`config.mk`:
```
export PLATFORM = sky130hd
export DESIGN_NAME = uart_tx_core
export DESIGN_NICKNAME = d
export VERILOG_FILES = /design/src/rtl/uart_pkg.sv /design/src/rtl/uart_baud_gen.sv /design/src/rtl/uart_tx_core.sv
export SDC_FILE = /design/constraint.sdc
export NUM_CORES = 1
export LEC_CHECK = 0
export ABC_CLOCK_PERIOD_IN_PS = 1650
export BUFFER_PORTS_ARGS = -buffer_cell sky130_fd_sc_hd__clkbuf_2
export CELL_PAD_IN_SITES_DETAIL_PLACEMENT = 0
export CELL_PAD_IN_SITES_GLOBAL_PLACEMENT = 1
export CORE_ASPECT_RATIO = 0.7
export CORE_UTILIZATION = 40
export CTS_BUF_LIST = sky130_fd_sc_hd__clkbuf_4
export DETAILED_ROUTE_END_ITERATION = 8
export PLACE_DENSITY_LB_ADDON = 0.1
export SETUP_SLACK_MARGIN = 0.02
export SYNTH_ARGS = -nofsm -noshare
export SYNTH_HDL_FRONTEND = slang
export SYNTH_SLANG_ARGS = --single-unit
```
`constraint.sdc`:
```
create_clock -name clk -period 1.65 [get_ports clk]
set_input_delay 0.33 -clock clk [delete_from_list [all_inputs] [get_ports clk]]
set_output_delay 0.33 -clock clk [all_outputs]
set_load 0.02 [all_outputs]
```
`src/rtl/uart_pkg.sv`:
```
// Shared types and helpers for the UART transmitter: FSM state encoding and
// the bit-period computation derived from clock frequency and baud rate.
package uart_pkg;

  typedef enum logic [2:0] {
    S_IDLE   = 3'd0,
    S_START  = 3'd1,
    S_DATA   = 3'd2,
    S_PARITY = 3'd3,
    S_STOP   = 3'd4
  } uart_state_e;

  // Integer division: any fractional remainder of the bit period is dropped.
  function automatic int clks_per_bit(input int clk_freq, input int baud_rate);
    return clk_freq / baud_rate;
  endfunction

endpackage

```
`src/rtl/uart_baud_gen.sv`:
```
// Bit-period timer: counts 0..CLKS_PER_BIT-1 and pulses o_bit_done for one
// cycle on the last count. i_clear holds the count at zero.
module uart_baud_gen #(
  parameter int CLKS_PER_BIT = 434
) (
  input  logic clk,
  input  logic rst_,
  input  logic i_clear,
  output logic o_bit_done
);

  localparam int CNT_W = $clog2(CLKS_PER_BIT);

  logic [CNT_W-1:0] r_cnt;
  logic             w_last;

  assign w_last     = (r_cnt == CNT_W'(CLKS_PER_BIT - 1));
  assign o_bit_done = w_last;

  // Wrapping on the last count restarts every bit period at zero.
  always_ff @(posedge clk) begin
    if (rst_ || i_clear || w_last) begin
      r_cnt <= '0;
    end else begin
      r_cnt <= r_cnt + CNT_W'(1);
    end
  end

endmodule

```
`src/rtl/uart_tx_core.sv`:
```
// UART transmitter, 8N1 by default; defining UART_TX_PARITY_EN inserts an
// even-parity bit between the data bits and the stop bit.
module uart_tx_core
  import uart_pkg::*;
#(
  parameter int CLK_FREQ  = 50_000_000,
  parameter int BAUD_RATE = 115200
) (
  input  logic        clk,
  input  logic        rst_,
  input  logic        tx_start,
  input  logic [7:0]  tx_data,
  output logic        tx_serial,
  output logic        tx_busy,
  output uart_state_e o_dbg_state
);

  localparam int CLKS_PER_BIT = clks_per_bit(CLK_FREQ, BAUD_RATE);

  generate
    if (CLKS_PER_BIT < 2) begin : g_bad_rate
      $error("uart_tx_core: CLKS_PER_BIT must be at least 2");
    end
  endgenerate

  uart_state_e r_state;
  logic [7:0]  r_data;
  logic [2:0]  r_idx;
  logic        r_serial;
  logic        r_busy;
  logic        w_bit_done;
  logic        w_clear;
  logic [2:0]  w_next_idx;

  assign w_clear    = (r_state == S_IDLE);
  assign w_next_idx = r_idx + 3'd1;

  uart_baud_gen #(
    .CLKS_PER_BIT(CLKS_PER_BIT)
  ) u_baud_gen (
    .clk       (clk),
    .rst_      (rst_),
    .i_clear   (w_clear),
    .o_bit_done(w_bit_done)
  );

  // Handshake: a request is accepted on any rising edge where tx_start=1 and
  // tx_busy=0; tx_data is captured on that edge and requests are ignored
  // until tx_busy falls again.
  always_ff @(posedge clk) begin
    if (rst_) begin
      r_state  <= S_IDLE;
      r_data   <= 8'h00;
      r_idx    <= 3'd0;
      r_serial <= 1'b1;
      r_busy   <= 1'b0;
    end else begin
      case (r_state)
        S_IDLE: begin
          r_serial <= 1'b1;
          r_busy   <= 1'b0;
          r_idx    <= 3'd0;
          if (tx_start) begin
            r_data   <= tx_data;
            r_state  <= S_START;
            r_serial <= 1'b0;
            r_busy   <= 1'b1;
          end
        end
        S_START: begin
          if (w_bit_done) begin
            r_state  <= S_DATA;
            r_idx    <= 3'd0;
            r_serial <= r_data[0];
          end
        end
        S_DATA: begin
          if (w_bit_done) begin
            if (r_idx == 3'd7) begin
`ifdef UART_TX_PARITY_EN
              r_state  <= S_PARITY;
              r_serial <= ^r_data;
`else
              r_state  <= S_STOP;
              r_serial <= 1'b1;
`endif
            end else begin
              r_idx    <= w_next_idx;
              r_serial <= r_data[w_next_idx];
            end
          end
        end
        S_PARITY: begin
          if (w_bit_done) begin
            r_state  <= S_STOP;
            r_serial <= 1'b1;
          end
        end
        S_STOP: begin
          if (w_bit_done) begin
            r_state  <= S_IDLE;
            r_serial <= 1'b1;
            r_busy   <= 1'b0;
          end
        end
        default: begin
          r_state  <= S_IDLE;
          r_serial <= 1'b1;
          r_busy   <= 1'b0;
        end
      endcase
    end
  end

  assign tx_serial   = r_serial;
  assign tx_busy     = r_busy;
  assign o_dbg_state = r_state;

endmodule

```
==> metrics.yaml <==
status: "finished, final reports clean"
crit_type: "reg -> reg"
cts_num_sinks: 25
p_leak_nw: 0.5772
layout_min_cycle_time_ns: 1.602
nFillCells: 302
crit_path_end: "tx_serial"
timing.final.crit_share_pct: 97.12
slew_violations: 0
routedWlPerCell_um: 12.49
ant_nets: 0
power_density_nw_per_um2: 730.6
timing.rr.start: "r_idx[0]"
register_area_um2: 503.0
cp-startpoint: "r_idx[0]"
cts_tree: "done"
fmax_mhz: 624.1
synth_top_cell_by_area: "dfxtp_1"
grt-ovfl-total: 0
hp-class: "in -> reg"
core_um2: 2863
antenna_found_initial: 0
fp.dieW_um: 68.51
start_util_pct: 43.27
drt_first_iter_violations: 73
drc_errors: 0
end_kind: "flop"
cap_violations: 0
syn-num-nets: 157
root_buffer: "clkbuf_4"
post_synth.cell_area_avg_um2: 8.723
grtUsageTotal_pct: 17.91
synth.ff_latch_count: 25
synth_top_area_share_pct: 40.40
grt_pass1_vias: 987
ios: 16
synth_area_leaders: "dfxtp_1 40%, nand2_1 7.6%, nor2_1 4.5%"
vias_per_cell: 5.146
htree_levels: 1
hold_viol: 0
rsz0062_at_grt: "yes"
seq_area_frac_synth_pct: 40.40
clock_skew_ns: 0.009339
io_buffers: 15
routed_wl_um: 2474
clk_pin_slew_ns: 0.15
grt_pass1_wl_um: 4464
start_kind: "flop"
synthFlopType: "dfxtp_1"
fp.dieH_um: 48.56
synthCells: 142
synth.distinct_cells: 42
max-clock-path-buffers: 2
clk_latency_ns: 0.32
num_antenna_cells: 0
slew_headroom_pct: 72.27
dp_cells: 194
async_reset_ff_share_pct: 0
syn_to_final_growth_pct: 16.57
grt_max_degree: 19
worst_pin_slew_ns: 0.4153
multi_input_area_um2: 730.7
crit_fanout: 5
post-route-util_pct: 50.44
rows: 16
dieArea_um2: 3327
ir_worst_vdd_uv: 411.9
worstPathRequired_ns: 1.89
reg2reg_depth: 5
synth-edff-count: 0
syn_area_um2: 1239
dpl.hpwl_um: 1919
layout-drive-gt1-share_pct: 25.31
cts_buffers: 3
r2r-end: "tx_serial"
postCtsHoldBufs: 0
gp_congestion: 0.7666
cts_setup_buffers: 0
synth_commonest_cells: "25 x dfxtp_1, 25 x nand2_1, 15 x nor2_1"
finalSetupViolCount: 0
instances_no_fill: 198
fin_nets: 178
drt_pass1_iterations: 4
r2r_slack_ns: 0.05
worst_ep_arrival_time_ns: 1.84
vias: 1019
ys_warn_count: 0
## how the worst min path moves through the flow
stage / from / to / slack [ns] / cells after the start
detailed placement: r_data[1] / r_data[1] / 0.45 / 2
finish: tx_data[5] / r_data[5] / 0.20 / 3
CTS: tx_data[1] / r_data[1] / 0.19 / 3
global route: tx_data[2] / r_data[2] / 0.18 / 3
global placement: r_data[1] / r_data[1] / 0.45 / 2
floorplan: r_data[1] / r_data[1] / 0.43 / 2
## metrics by stage
stage	setup slack, ns	power, W	hold slack [ns]	instance area, um2	setup TNS, ns
final	0.04759	0.001055	0.2018	1444	0
after global routing	0.02274	0.001119	0.1788	1444	0
after CTS	0.03914	0.001066	0.1921	1426	0
after detailed placement	-0.003068	0.0007839	0.4461	1383	-0.003068
after global placement	0.05058	0.0007812	0.4486	1383	0
after floorplan	0.02842	0.0007387	0.4318	1239	0
## placed cells by master (no fill, tap or decap), types with 2 or more instances in the layout
cell type	synthesis	layout
nand2b_1	3	3
nor3b_1	4	3
a21oi_1	11	11
ha_1	4	3
mux2i_1	4	4
buf_4	0	7
nor2b_1	3	3
xnor2_1	4	4
dfxtp_1	25	23
dfxtp_2	0	2
inv_1	2	2
nand3_1	2	2
nand2_1	25	25
clkbuf_2	0	15
nor2_1	15	15
nor3_1	3	3
clkbuf_4	0	3
mux2_2	2	2
xor2_1	3	3
or3_4	0	2
## final cells by class
type / instances / area share, %
multi-input combinational: 109 / 50.61
sequential: 25 / 34.84
timing repair buffer: 22 / 8.839
tap: 36 / 3.120
clock buffer: 3 / 1.560
clock inverter: 1 / 0.5199
inverter: 2 / 0.5199
## report_power, final
part | internal, W | switching (W) | total, W
Clock | 0.0000927 | 0.000191 | 0.000284
Combinational | 0.0000600 | 0.0000704 | 0.000130
Sequential | 0.000626 | 0.0000155 | 0.000641
## logic make-up after synthesis
family | synth area share, %
fa+ha+maj | 4.041
buf+inv | 2.929
xor+xnor | 4.950
flops | 40.40
mux | 5.960
compound gates | 12.53
simple gates | 29.19
## what timing repair did
item / in CTS / in global routing
cloned: 0 / 0
endpoints found under the setup margin: 1 / 11
gates resized for setup: 3 / 5
## state kept, by name (all words and copies together), names as in the netlist
signal,count
u_baud_gen.r_cnt,9
r_data,8
o_dbg_state,3
r_idx,3
tx_busy,1
tx_serial,1
## critical path: stages (launching register included)
cell and delay [ns]:
dfxtp_2 0.36, ha_4 0.15, ha_1 0.33, a2111oi_1 0.36
nor4_1 0.10, a31o_1 0.22
## per-layer routing
layer,vias to the layer above,track usage [%],wire (um)
li1,534,-,-
met1,461,25.80,1294
met2,22,26.63,1047
met3,2,5.660,118
met4,0,2.083,13
met5,-,0,0
No activity file was read; power rests on OpenSTA's default activity.
